## config.mk

```make
export PLATFORM = sky130hd
export DESIGN_NAME = dsp_mult_arbiter
export DESIGN_NICKNAME = d
export VERILOG_FILES = /design/src/rtl/dsp_mult_arbiter.sv
export SDC_FILE = /design/constraint.sdc
export NUM_CORES = 1
export LEC_CHECK = 0
export CAP_MARGIN = 20
export CORE_MARGIN = 3
export CORE_UTILIZATION = 43
export CTS_BUF_LIST = sky130_fd_sc_hd__clkbuf_4 sky130_fd_sc_hd__clkbuf_8 sky130_fd_sc_hd__clkbuf_16
export DETAILED_ROUTE_END_ITERATION = 8
export GPL_TIMING_DRIVEN = 0
export PLACE_DENSITY = 0.72
export SLEW_MARGIN = 20
export SYNTH_ARGS = -nofsm -noshare
export SYNTH_HDL_FRONTEND = slang
export SYNTH_SLANG_ARGS = --single-unit
```

## constraint.sdc

```tcl
create_clock -name clk -period 2.4 [get_ports clk]
set_clock_uncertainty 0.05 [all_clocks]
set_input_delay 0.36 -clock clk [delete_from_list [all_inputs] [get_ports clk]]
set_output_delay 0.36 -clock clk [all_outputs]
set_load 0.05 [all_outputs]
```

## src/rtl/dsp_mult_arbiter.sv

```systemverilog
// Round-robin arbiter sharing one input-registered DSP38 multiplier, with a credit-managed, ID-tagged response FIFO.
// Optional perf counters (perf_busy/perf_stall) are enabled by defining DSP_MULT_ARBITER_PERF_CNT_EN.
module dsp_mult_arbiter #(
  parameter int unsigned NUM_REQ      = 4,
  parameter int unsigned MULT_LATENCY = 1,
  parameter int unsigned FIFO_DEPTH   = 4,
  parameter int unsigned ID_W         = 2
) (
  input  logic                    clk,
  input  logic                    lreset,
  input  logic [NUM_REQ-1:0]      req_valid,
  output logic [NUM_REQ-1:0]      req_ready,
  input  logic [NUM_REQ*20-1:0]   req_a,
  input  logic [NUM_REQ*18-1:0]   req_b,
  input  logic [NUM_REQ-1:0]      req_unsigned_a,
  input  logic [NUM_REQ-1:0]      req_unsigned_b,
  output logic                    rsp_valid,
  input  logic                    rsp_ready,
  output logic [ID_W-1:0]         rsp_id,
  output logic [37:0]             rsp_z,
`ifdef DSP_MULT_ARBITER_PERF_CNT_EN
  output logic [31:0]             perf_busy,
  output logic [31:0]             perf_stall,
`endif
  output logic [19:0]             dsp_a,
  output logic [17:0]             dsp_b,
  output logic                    dsp_unsigned_a,
  output logic                    dsp_unsigned_b,
  output logic [2:0]              dsp_feedback,
  output logic                    dsp_reset,
  input  logic [37:0]             dsp_z
);

  localparam int unsigned A_W   = 20;
  localparam int unsigned B_W   = 18;
  localparam int unsigned Z_W   = 38;
  localparam int unsigned PTR_W = (FIFO_DEPTH > 1) ? $clog2(FIFO_DEPTH) : 1;
  localparam int unsigned CNT_W = $clog2(FIFO_DEPTH + 1);
  localparam int unsigned IDX_W = ID_W + 1;

  typedef struct packed {
    logic [ID_W-1:0] id;
    logic [Z_W-1:0]  z;
  } rsp_t;

  logic [ID_W-1:0]         ptr_q, ptr_d;
  logic [CNT_W-1:0]        out_q, out_d;
  logic [MULT_LATENCY-1:0] tag_vld_q, tag_vld_d;
  logic [ID_W-1:0]         tag_id_q [MULT_LATENCY];
  logic [ID_W-1:0]         tag_id_d [MULT_LATENCY];
  rsp_t                    mem_q [FIFO_DEPTH];
  rsp_t                    mem_d [FIFO_DEPTH];
  logic [PTR_W-1:0]        wr_q, wr_d, rd_q, rd_d;
  logic [CNT_W-1:0]        cnt_q, cnt_d;
  logic                    rsp_valid_q;
  rsp_t                    head_q, head_d;

  logic                    found_c, issue_ok_c, xfer_c, push_c, pop_c;
  logic [ID_W-1:0]         win_c;
  logic [IDX_W-1:0]        idx_c;

  assign pop_c  = rsp_valid_q & rsp_ready;
  assign push_c = tag_vld_q[MULT_LATENCY-1];

  // Credit check: the FIFO must be able to absorb every product already in flight.
  assign issue_ok_c = lreset &&
                      ((out_q < CNT_W'(FIFO_DEPTH)) ||
                       ((out_q == CNT_W'(FIFO_DEPTH)) && pop_c));
  assign xfer_c     = found_c & issue_ok_c;

  // Round-robin search starting at the pointer.
  always_comb begin
    found_c = 1'b0;
    win_c   = '0;
    idx_c   = '0;
    for (int unsigned i = 0; i < NUM_REQ; i++) begin
      idx_c = IDX_W'(ptr_q) + IDX_W'(i);
      if (idx_c >= IDX_W'(NUM_REQ)) idx_c = idx_c - IDX_W'(NUM_REQ);
      if (!found_c && req_valid[idx_c[ID_W-1:0]]) begin
        found_c = 1'b1;
        win_c   = idx_c[ID_W-1:0];
      end
    end
  end

  // Grant and operand mux toward the DSP input register.
  always_comb begin
    req_ready      = '0;
    dsp_a          = '0;
    dsp_b          = '0;
    dsp_unsigned_a = 1'b0;
    dsp_unsigned_b = 1'b0;
    if (xfer_c) begin
      req_ready[win_c] = 1'b1;
      dsp_a            = req_a[A_W*32'(win_c) +: A_W];
      dsp_b            = req_b[B_W*32'(win_c) +: B_W];
      dsp_unsigned_a   = req_unsigned_a[win_c];
      dsp_unsigned_b   = req_unsigned_b[win_c];
    end
  end

  assign dsp_feedback = 3'b000;
  assign dsp_reset    = ~lreset;

  // Pointer, outstanding credit and tag pipeline next state.
  always_comb begin
    ptr_d     = ptr_q;
    out_d     = out_q + CNT_W'(xfer_c) - CNT_W'(pop_c);
    tag_vld_d = '0;
    tag_id_d  = tag_id_q;
    if (xfer_c) begin
      ptr_d = (32'(win_c) == NUM_REQ - 1) ? '0 : win_c + ID_W'(1);
    end
    tag_vld_d[0] = xfer_c;
    tag_id_d[0]  = win_c;
    for (int unsigned k = 1; k < MULT_LATENCY; k++) begin
      tag_vld_d[k] = tag_vld_q[k-1];
      tag_id_d[k]  = tag_id_q[k-1];
    end
  end

  // Response FIFO; head register is loaded from the post-update array so outputs stay registered.
  always_comb begin
    mem_d = mem_q;
    wr_d  = wr_q;
    rd_d  = rd_q;
    cnt_d = cnt_q + CNT_W'(push_c) - CNT_W'(pop_c);
    if (push_c) begin
      mem_d[wr_q] = '{id: tag_id_q[MULT_LATENCY-1], z: dsp_z};
      wr_d        = wr_q + PTR_W'(1);
    end
    if (pop_c) rd_d = rd_q + PTR_W'(1);
    head_d = mem_d[rd_d];
  end

  always_ff @(posedge clk or negedge lreset) begin
    if (!lreset) begin
      ptr_q       <= '0;
      out_q       <= '0;
      tag_vld_q   <= '0;
      tag_id_q    <= '{default: '0};
      mem_q       <= '{default: '0};
      wr_q        <= '0;
      rd_q        <= '0;
      cnt_q       <= '0;
      rsp_valid_q <= 1'b0;
      head_q      <= '0;
    end else begin
      ptr_q       <= ptr_d;
      out_q       <= out_d;
      tag_vld_q   <= tag_vld_d;
      tag_id_q    <= tag_id_d;
      mem_q       <= mem_d;
      wr_q        <= wr_d;
      rd_q        <= rd_d;
      cnt_q       <= cnt_d;
      rsp_valid_q <= (cnt_d != '0);
      head_q      <= head_d;
    end
  end

  assign rsp_valid = rsp_valid_q;
  assign rsp_id    = head_q.id;
  assign rsp_z     = head_q.z;

`ifdef DSP_MULT_ARBITER_PERF_CNT_EN
  logic [31:0] busy_q, busy_d, stall_q, stall_d;

  // Saturating activity counters.
  always_comb begin
    busy_d  = busy_q;
    stall_d = stall_q;
    if (xfer_c && (busy_q != 32'hFFFF_FFFF)) busy_d = busy_q + 32'd1;
    if ((|req_valid) && !xfer_c && (stall_q != 32'hFFFF_FFFF)) stall_d = stall_q + 32'd1;
  end

  always_ff @(posedge clk or negedge lreset) begin
    if (!lreset) begin
      busy_q  <= '0;
      stall_q <= '0;
    end else begin
      busy_q  <= busy_d;
      stall_q <= stall_d;
    end
  end

  assign perf_busy  = busy_q;
  assign perf_stall = stall_q;
`endif

endmodule

```

# After elaboration in Yosys (flattened, before gate mapping)
# Index checks and enable logic that the tools add are counted.
dict set report totals {
  ff_bits 216
  in_bits 205
}
dict set report op_classes {
  bitwise_logic 5
  mul 2
  n_reduce_logical 12
  muxes 40
  addsub 14
  n_eq_ne 2
  n_lt_le_gt_ge 14
  shift 2
}
# operator n
set op_table {}
lappend op_table {{bitwise mux 160 bit} 1}
lappend op_table {{two-way mux 160 bit} 1}
lappend op_table {{two-way mux 40 bit} 3}
lappend op_table {{binary-select mux 40 bit (select 2 bit)} 1}
lappend op_table {{demux 40 bit (select 2 bit)} 1}
lappend op_table {{indexed part select 80 x 8 -> 20 bit} 1}
lappend op_table {{indexed part select 72 x 8 -> 18 bit} 1}
lappend op_table {{two-way mux 2 bit} 10}
lappend op_table {{two-way mux 20 bit} 1}
lappend op_table {{two-way mux 18 bit} 1}
lappend op_table {{greater-or-equal comparator 3 bit (second input constant)} 5}
lappend op_table {{< comparator 2 x 3 -> 1 bit (second input constant)} 5}
lappend op_table {{two-way mux 1 bit} 13}
lappend op_table {{binary-select mux 1 bit (select 2 bit)} 6}
lappend op_table {{subtractor 2 x 1 -> 2 bit (second input constant)} 4}
lappend op_table {{logical AND 1 bit} 7}
lappend op_table {{adder 2 x 1 -> 2 bit (second input constant)} 3}
lappend op_table {{adder 2 x 2 -> 3 bit (second input constant)} 2}
lappend op_table {{adder 3 x 1 -> 3 bit} 2}
lappend op_table {{multiplier 4 x 2 -> 6 bit (first input constant)} 1}
lappend op_table {{inverter 2 -> 3 bit} 2}
lappend op_table {{subtractor 3 x 1 -> 3 bit} 2}
lappend op_table {{multiplier 3 x 2 -> 5 bit (first input constant)} 1}
lappend op_table {{two-way mux 4 bit} 1}
lappend op_table {{13 further kinds} 16}

# Depth between registers and ports, before layout
# Gate-level depths: netlist (run 1).
dict set report logic_depth {
  depth_word 19
  mapped_depth 10
  ltp_nobuf 10
}

# Least setup slack after synthesis (run 1)
# No wires, ideal clock.
dict set report synth_path {
  path_type {flip-flop to output port}
  from {reg rsp_valid_q (netlist: rsp_valid)}
  to {out dsp_a[0]}
  arrival_ns 2.464
  required_time_ns 1.990
  path_stages_with_launch 7
  path_buffers 1
  setup_slack_ns -0.474
  cell_sequence {dfrtp_1 -> nand2_1 -> or3_1 -> a21oi_4 -> nand2_1 -> buf_2 -> o22ai_1}
}
dict set report synth_via {
  elab_chain_len 6
}
# item line
set synth_lines {}
lappend synth_lines {{from (decl)} 55} ;# logic rsp_valid_q;
lappend synth_lines {{from (signal assigned)} 157} ;# rsp_valid_q <= (cnt_d != '0);
lappend synth_lines {{AND 1 bit} 62} ;# assign pop_c = rsp_valid_q & rsp_ready;
lappend synth_lines {{logical AND 1 bit} 68} ;# ((out_q == CNT_W'(FIFO_DEPTH)) && pop_c));
lappend synth_lines {{logical OR 1 bit} 67} ;# ((out_q < CNT_W'(FIFO_DEPTH)) ||
lappend synth_lines {{logical AND 1 bit} 66} ;# assign issue_ok_c = lreset &&
lappend synth_lines {{AND 1 bit} 69} ;# assign xfer_c = found_c & issue_ok_c;
lappend synth_lines {{named net tag_vld_d} 48} ;# logic [MULT_LATENCY-1:0] tag_vld_q, tag_vld_d;
lappend synth_lines {{two-way mux 20 bit} 93} ;# if (xfer_c) begin
lappend synth_lines {{to (decl)} 25} ;# output logic [19:0] dsp_a,
# The timed path passes the listed nets, and every way through them passes these cells.

# Final worst setup path (run 1)
dict set report layout_path {
  from {in req_valid[1]}
  to {out dsp_unsigned_b}
}
dict set report layout_via {
  elab_chain_len 15
  word_cells_on_any_way 26
  classes_between {mux (19); bitwise (1); reduce/logical (6)}
}
# item line
set layout_lines {}
lappend layout_lines {{from (decl)} 11} ;# input logic [NUM_REQ-1:0] req_valid,
lappend layout_lines {{binary-select mux 1 bit (select 2 bit)} 79} ;# if (!found_c && req_valid[idx_c[ID_W-1:0]]) begin
lappend layout_lines {{two-way mux 1 bit (implied by the code)} 79}
lappend layout_lines {{two-way mux 1 bit} 79}
lappend layout_lines {{logical NOT 1 bit} 79}
lappend layout_lines {{logical AND 1 bit} 79}
lappend layout_lines {{two-way mux 1 bit} 79}
lappend layout_lines {{logical NOT 1 bit} 79}
lappend layout_lines {{logical AND 1 bit} 79}
lappend layout_lines {{two-way mux 1 bit} 79}
lappend layout_lines {{logical NOT 1 bit} 79}
lappend layout_lines {{logical AND 1 bit} 79}
lappend layout_lines {{two-way mux 2 bit} 79}
lappend layout_lines {{binary-select mux 1 bit (select 2 bit)} 98} ;# dsp_unsigned_b = req_unsigned_b[win_c];
lappend layout_lines {{two-way mux 1 bit (implied by the code)} 98}
lappend layout_lines {{two-way mux 1 bit *} 93}
lappend layout_lines {{to (decl)} 28} ;# output logic dsp_unsigned_b,
# Mark *: on every way between the ends. The rest lies on a longest branch, timed or not. The select of a mux whose other input is x is not followed.

==> results.txt, run 1 <==
PwrDens -> 1350 nW/um^2
final core utilization -> 69.7%
All-Layer GR Usage -> 22.2%
status -> finished with violations
Int Pwr -> 13.7 mW
CP Max Fanout -> 5
Max-Cap Viols -> 0
first-pass GRT wire length -> 44300 um
IO buf count -> 290
Avg Cell Area, Syn -> 15.7 um^2
Post-synth EDFFs -> 0
synthesized cell area -> 10200 um^2
final setup TNS -> -11.33 ns
Synth Instances -> 650
GPL Wtd Cong -> 0.930
post-layout minimum cycle time -> 2.69 ns
Reg clk slew, reported paths -> 0.06 ns
Initial Utilization -> 44.3%
Routed WL per cell -> 21.5 um
total power -> 21.6 mW
vias in the first global route -> 7620
Worst Path Arrival -> 2.28 ns
final net count -> 1217
Max Freq -> 372 MHz
Worst-Skew Late Latency -> 0.50 ns
Iter 0 DRT Violations -> 327
Tcrit/Tclk final -> 112%
Comb pwr share -> 55.7%
Final Setup Violations -> 45
Max transition margin -> 60.8%
area of the multi-input gates -> 5340 um^2
Switching Power -> 7.85 mW
Static Leak -> 6.72 nW
root buffer cell -> clkbuf_16
Antenna Nets Post-Route -> 0
worst slew pin tran -> 0.586 ns
setup ws final -> -0.289 ns
Die Wd -> 160 um
Worst Hold Class -> in -> async
post-synthesis sequential area ratio -> 53.1%
register area -> 5410 um^2
H-Tree Level Count -> 1
CP Launch Type -> input port
Max Buffers Root-to-Sink -> 3
Final Hold Vio Count -> 89
Worst setup EP type -> output pin
FP Rows -> 55
Fill cells -> 1631
Clk pwr share -> 16.0%
Min Hold Slack -> -0.171 ns
Num CTS Buffers -> 22
Ports -> 294
Die Ht -> 160 um
sequential share of power -> 28.3%
DRC violations left -> 0
layout cells sized above 1 -> 39.5%
Slew Viols, Final -> 0
RSZ-0062 raised after global routing -> yes
Yosys reg bits -> 216
antenna violations before repair -> 5
WS Path Type -> in -> out
vias per cell -> 5.13
Area Growth Syn to Fin -> 57.3%
hold buffer count at CTS -> 3
Main synth FF type -> dfrtp_1
drt pass-1 iters -> 4
Worst VDD drop -> 0.589 mV
area of the die -> 25600 um^2
violated checks -> negative hold slack, negative setup slack
vias post-DR -> 6835
Netlist cell types -> 31
Core Footprint -> 23000 um^2
remaining global-route overflow -> 0
post-route cell area -> 16000 um^2
Sw Share -> 36.4%
async set-reset flop share out of synthesis -> 100%
CTS tree -> built
largest net degree at the start of global routing -> 103
Req. time, crit path -> 1.99 ns
dpl cell area -> 13900 um^2
DP HPWL -> 20100 um
Synth Warn # -> 0
total wire length -> 28600 um
total clock sinks -> 216
==> path summary, 6_finish.rpt <==
check / cells past startpoint / slack [ns] / from / to
max in group asynchronous: 3 / 1.61 / lreset / rsp_id[0]
worst max-delay path: 9 / -0.29 / req_valid[1] / dsp_unsigned_b
worst min register to register: 1 / 0.43 / mem_q[60] / mem_q[60]
worst max register to register: 12 / -0.04 / rsp_valid / out_q[2]
worst min-delay path: 2 / -0.17 / lreset / rsp_z[17]
min in group clk: 1 / 0.43 / mem_q[60] / mem_q[60]
==> power by group through the flow <==
stage	logic [mW]	clock network [mW]	registers [mW]
floorplan	6.41	0	7.26
global placement	10.3	0	6.13
detailed placement	10.4	0	6.19
CTS	11.8	3.53	6.12
global route	12.7	3.71	6.30
finish	12.0	3.45	6.10
==> cell families after synthesis <==
logic type | after synthesis | synth area share [%]
muxes | 282 | 36.1
DFF | 216 | 53.1
buffers and inverters | 62 | 3.92
AOI/OAI and AO/OA | 48 | 3.06
and+or+nand+nor | 20 | 1.29
adders and majority gates | 14 | 1.87
xor gates and xnor gates | 7 | 0.602
other | 1 | 0.0368
==> registers in the layout (all words and copies together) (netlist names) <==
| name | flops |
|---|---|
| mem_q | 160 |
| rsp_z | 38 |
| cnt_q | 3 |
| out_q | 3 |
| ptr_q | 2 |
| rd_q | 2 |
| rsp_id | 2 |
| tag_id_q | 2 |
| wr_q | 2 |
| push_c | 1 |
| rsp_valid | 1 |
==> area by class of cell <==
type,count,area share [%]
well taps,313,2.44
clock buffers,36,4.37
diodes,5,0.0781
multi-input cells,374,33.3
repair buffers,322,21.7
flip-flops and latches,216,33.7
inverters,17,0.414
plain buffers,45,3.53
clock inverters,4,0.351
==> worst max-delay path, stage by stage <==
cell,delay [ns]
clkdlybuf4s50_1,0.51
nand3b_1,0.23
a2bb2oi_2,0.18
buf_6,0.16
buf_12,0.12
buf_12,0.14
mux2i_4,0.29
o22ai_2,0.11
buf_6,0.17
==> routing by layer <==
metal / part of all wire [%] / global-route usage (%) / routed length, um / vias to the layer above
met5: 0 / 0 / 0 / -
met4: 2.1 / 6.04 / 606 / 0
met3: 5.9 / 5.21 / 1690 / 37
met2: 53 / 39.5 / 15300 / 213
met1: 39 / 27.2 / 11100 / 3477
li1: - / - / - / 3108
==> synth_stat cells (2+ instances only) <==
cell type / count / share of area (%)
dfrtp_1: 216 / 53
mux2i_1: 81 / 8.0
mux2_1: 77 / 8.5
mux2_2: 43 / 4.8
mux2_4: 41 / 6.0
mux4_2: 40 / 8.8
o22ai_1: 40 / 2.5
buf_2: 25 / 1.2
inv_1: 17 / 0.63
buf_6: 16 / 1.8
ha_1: 12 / 1.5
nand2_1: 5 / 0.18
and2_1: 4 / 0.25
buf_4: 4 / 0.29
nand2_4: 4 / 0.44
xor2_1: 4 / 0.34
a21oi_1: 3 / 0.15
xnor2_1: 3 / 0.26
fa_1: 2 / 0.39
or3_1: 2 / 0.12
==> layout by cell type, fill, tap and decap left out, types with 3 or more instances in the layout <==
cell type and instances:
xor2_1 4, dfrtp_1 215, mux4_2 40, clkbuf_4 7, diode_2 5, clkbuf_16 24
ha_4 4, inv_1 13, mux2i_4 30, and2_4 4, mux2_2 43, o22ai_4 17
mux2i_1 35, o22ai_2 23, nand2_4 5, buf_2 8, buf_4 16, buf_6 61
mux2_1 77, clkdlybuf4s50_1 244, buf_12 16, inv_2 3, buf_8 10, nand2_1 3
ha_1 6, mux2_4 41, conb_1 3, mux2i_2 16, buf_16 8, clkbuf_8 7
==> metrics by stage <==
step,worst slack (ns),cells
after floorplan,-0.0454,652
after global placement,-9.62,1255
after detailed placement,-1.40,1257
after CTS,-0.298,1323
after global routing,-0.383,1332
final,-0.289,1332
==> timing repair <==
item,in CTS,in global routing
resized for setup,473,31
cloned,5,2
pin swaps,12,6
setup endpoints to repair,45,45
setup buffers,18,2
endpoints found under the hold margin,25,89
No activity file was read; power rests on OpenSTA's default activity.
==> run 2: changes to the inputs <==
Settings changed: CORE_UTILIZATION 43 to 45, CTS_BUF_LIST sky130_fd_sc_hd__clkbuf_4 sky130_fd_sc_hd__clkbuf_8 sky130_fd_sc_hd__clkbuf_16 to sky130_fd_sc_hd__clkbuf_4 sky130_fd_sc_hd__clkbuf_8, PLACE_DENSITY 0.72 to 0.75.
==> run 2 against run 1 <==
  * The flow finishes with violations (negative setup slack)
  * Critical path depth did not move
  * Clock-buffer cell count rose by 19
  * Wire length fell by 0.64%
  * Largest cell class is now multi-input combinational cells
  * Flip-flop and latch count did not move
  * Clock power fell by 6.4%
  * Register-to-register slack got worse by 0.11 ns
==> results.txt, run 2 (synthesis gave the netlist of run 1 again) <==
remaining global-route overflow -> 0
CP top delay family -> buffers and inverters
All-Layer GR Usage -> 23.1%
Crit Reg-Reg Startpoint -> out_q[0]
dpl cell area -> 13800 um^2
vias per cell -> 5.23
GPL Wtd Cong -> 0.845
Worst Hold Class -> in -> reg
Final Setup Violations -> 45
CP bufs+invs -> 5
DP HPWL -> 19600 um
Slew Viols, Final -> 0
FP Rows -> 54
first-pass GRT wire length -> 43400 um
area of the die -> 24500 um^2
Die Ht -> 156 um
Worst-Skew Late Latency -> 0.49 ns
PwrDens -> 1330 nW/um^2
number of cells on the critical path -> 9
CP Launch Type -> input port
violated checks -> negative setup slack
root buffer cell -> clkbuf_8
max FFs per register -> 160
Worst VDD drop -> 0.570 mV
drt pass-1 iters -> 4
commonest non-fill, non-tap cell in the layout -> clkdlybuf4s50_1
total clock sinks -> 216
M1 GR Usage -> 26.0%
RSZ-0062 raised after global routing -> yes
total power -> 21.6 mW
DRC violations left -> 0
CP peak stage delay -> 0.53 ns
post-layout minimum cycle time -> 2.72 ns
Worst setup EP type -> output pin
final setup TNS -> -12.67 ns
Most Frequent Cell on Critical Path -> buf_12
M3 GR Usage -> 6.22%
Die Wd -> 156 um
worst slew pin tran -> 0.589 ns
critical path's slowest cell -> clkdlybuf4s50_1
Min Hold Slack -> 0.361 ns
CP Launch Point -> req_valid[0]
Static Leak -> 6.82 nW
Largest Register -> mem_q
setup ws final -> -0.322 ns
Area Growth Syn to Fin -> 59.7%
post-route cell area -> 16300 um^2
IO buf count -> 290
most crowded layer after global routing -> met2
WS Path Type -> in -> out
layout cells sized above 1 -> 42.6%
min-delay src -> lreset
status -> finished with violations
met2 global-route usage -> 42.1%
Max transition margin -> 60.6%
Num CTS Buffers -> 35
H-Tree Level Count -> 2
Cells after DPL -> 1224
total wire length -> 28500 um
most frequent cells in the layout -> 243 x clkdlybuf4s50_1, 214 x dfrtp_1, 77 x mux2_1, 56 x buf_6, 43 x mux2_2
largest net degree at the start of global routing -> 67
Req. time, crit path -> 1.99 ns
CTS tree -> built
Max Buffers Root-to-Sink -> 3
Antenna Nets Post-Route -> 0
post-place setup slack -> -1.47 ns
Worst Path Arrival -> 2.31 ns
Finished Layout Cells -> 1326
vias post-DR -> 6933
final net count -> 1239
Final Hold Vio Count -> 0
Initial Utilization -> 46.2%
vias in the first global route -> 7678
antenna violations before repair -> 4
CP Max Fanout -> 8
Core Footprint -> 22000 um^2
worst hold stages -> 5
final core utilization -> 73.8%
Reg clk slew, reported paths -> 0.06 ns
Max-Cap Viols -> 0
Routed WL per cell -> 21.5 um
worst path cell trace -> clkdlybuf4s50_1 -> a21oi_2 -> a2bb2oi_4 -> buf_4 -> buf_12 -> buf_12 -> mux2i_1 -> o22ai_2 -> buf_6
Ports -> 294
worst r2r path cells -> 12
Tcrit/Tclk final -> 113%
Iter 0 DRT Violations -> 250
Max Freq -> 367 MHz
run 2: cell types whose count changed in the layout (fill, tap and decap cells not counted), sizes merged:
cell	before	now
inv	17	18
clkbuf	38	57
clkdlybuf4s50	244	243
diode	5	4
dlygate4sd3	1	2
clkinvlp	0	1
dlymetal6s2s	0	1
clkinv	3	1
buf	119	126
bufbuf	0	1
run 2: timing repair:
action,in CTS,in global routing
setup buffers,19,9
cloned,6,2
setup endpoints to repair,46,47
pin swaps,18,10
hold buffers,5,0
endpoints found under the hold margin,52,0
gates resized for setup,488,60
run 2: worst min-delay path, stage by stage:
cell,delay (ns)
buf_8,0.13
o41ai_2,0.08
a21oi_4,0.05
buf_4,0.13
buf_4,0.12
run 2: area by class of cell:
class | instances | area, um^2
antenna | 4 | 10.0
buffer | 45 | 573
clock buffer | 55 | 669
clock inverter | 4 | 51.3
fill | 1421 | 5770
inverter | 17 | 68.8
multi-input combinational | 374 | 5470
sequential | 216 | 5410
tap | 280 | 350
timing repair buffer | 331 | 3660
run 2: power by group:
part / switching [mW] / internal, mW / leakage [nW]
registers: 0.566 / 5.56 / 2.52
clock network: 1.35 / 1.88 / 0.382
logic: 5.99 / 6.29 / 3.92
total: 7.91 / 13.7 / 6.82
run 2: final timing paths:
kind                             end  slack [ns]
hold / removal                push_c        0.36
hold reg to reg            mem_q[79]        0.43
max in group asynchronous  mem_q[11]        1.22
setup reg to reg            out_q[2]       -0.15
setup / recovery           dsp_b[14]       -0.32
min in group asynchronous  mem_q[13]        0.56
run 2: metal layers:
| layer | vias to the layer above | wire length (um) |
|---|---|---|
| li1 | 3156 | - |
| met1 | 3516 | 10600 |
| met2 | 216 | 15300 |
| met3 | 45 | 1860 |
| met4 | 0 | 763 |
| met5 | - | 0 |
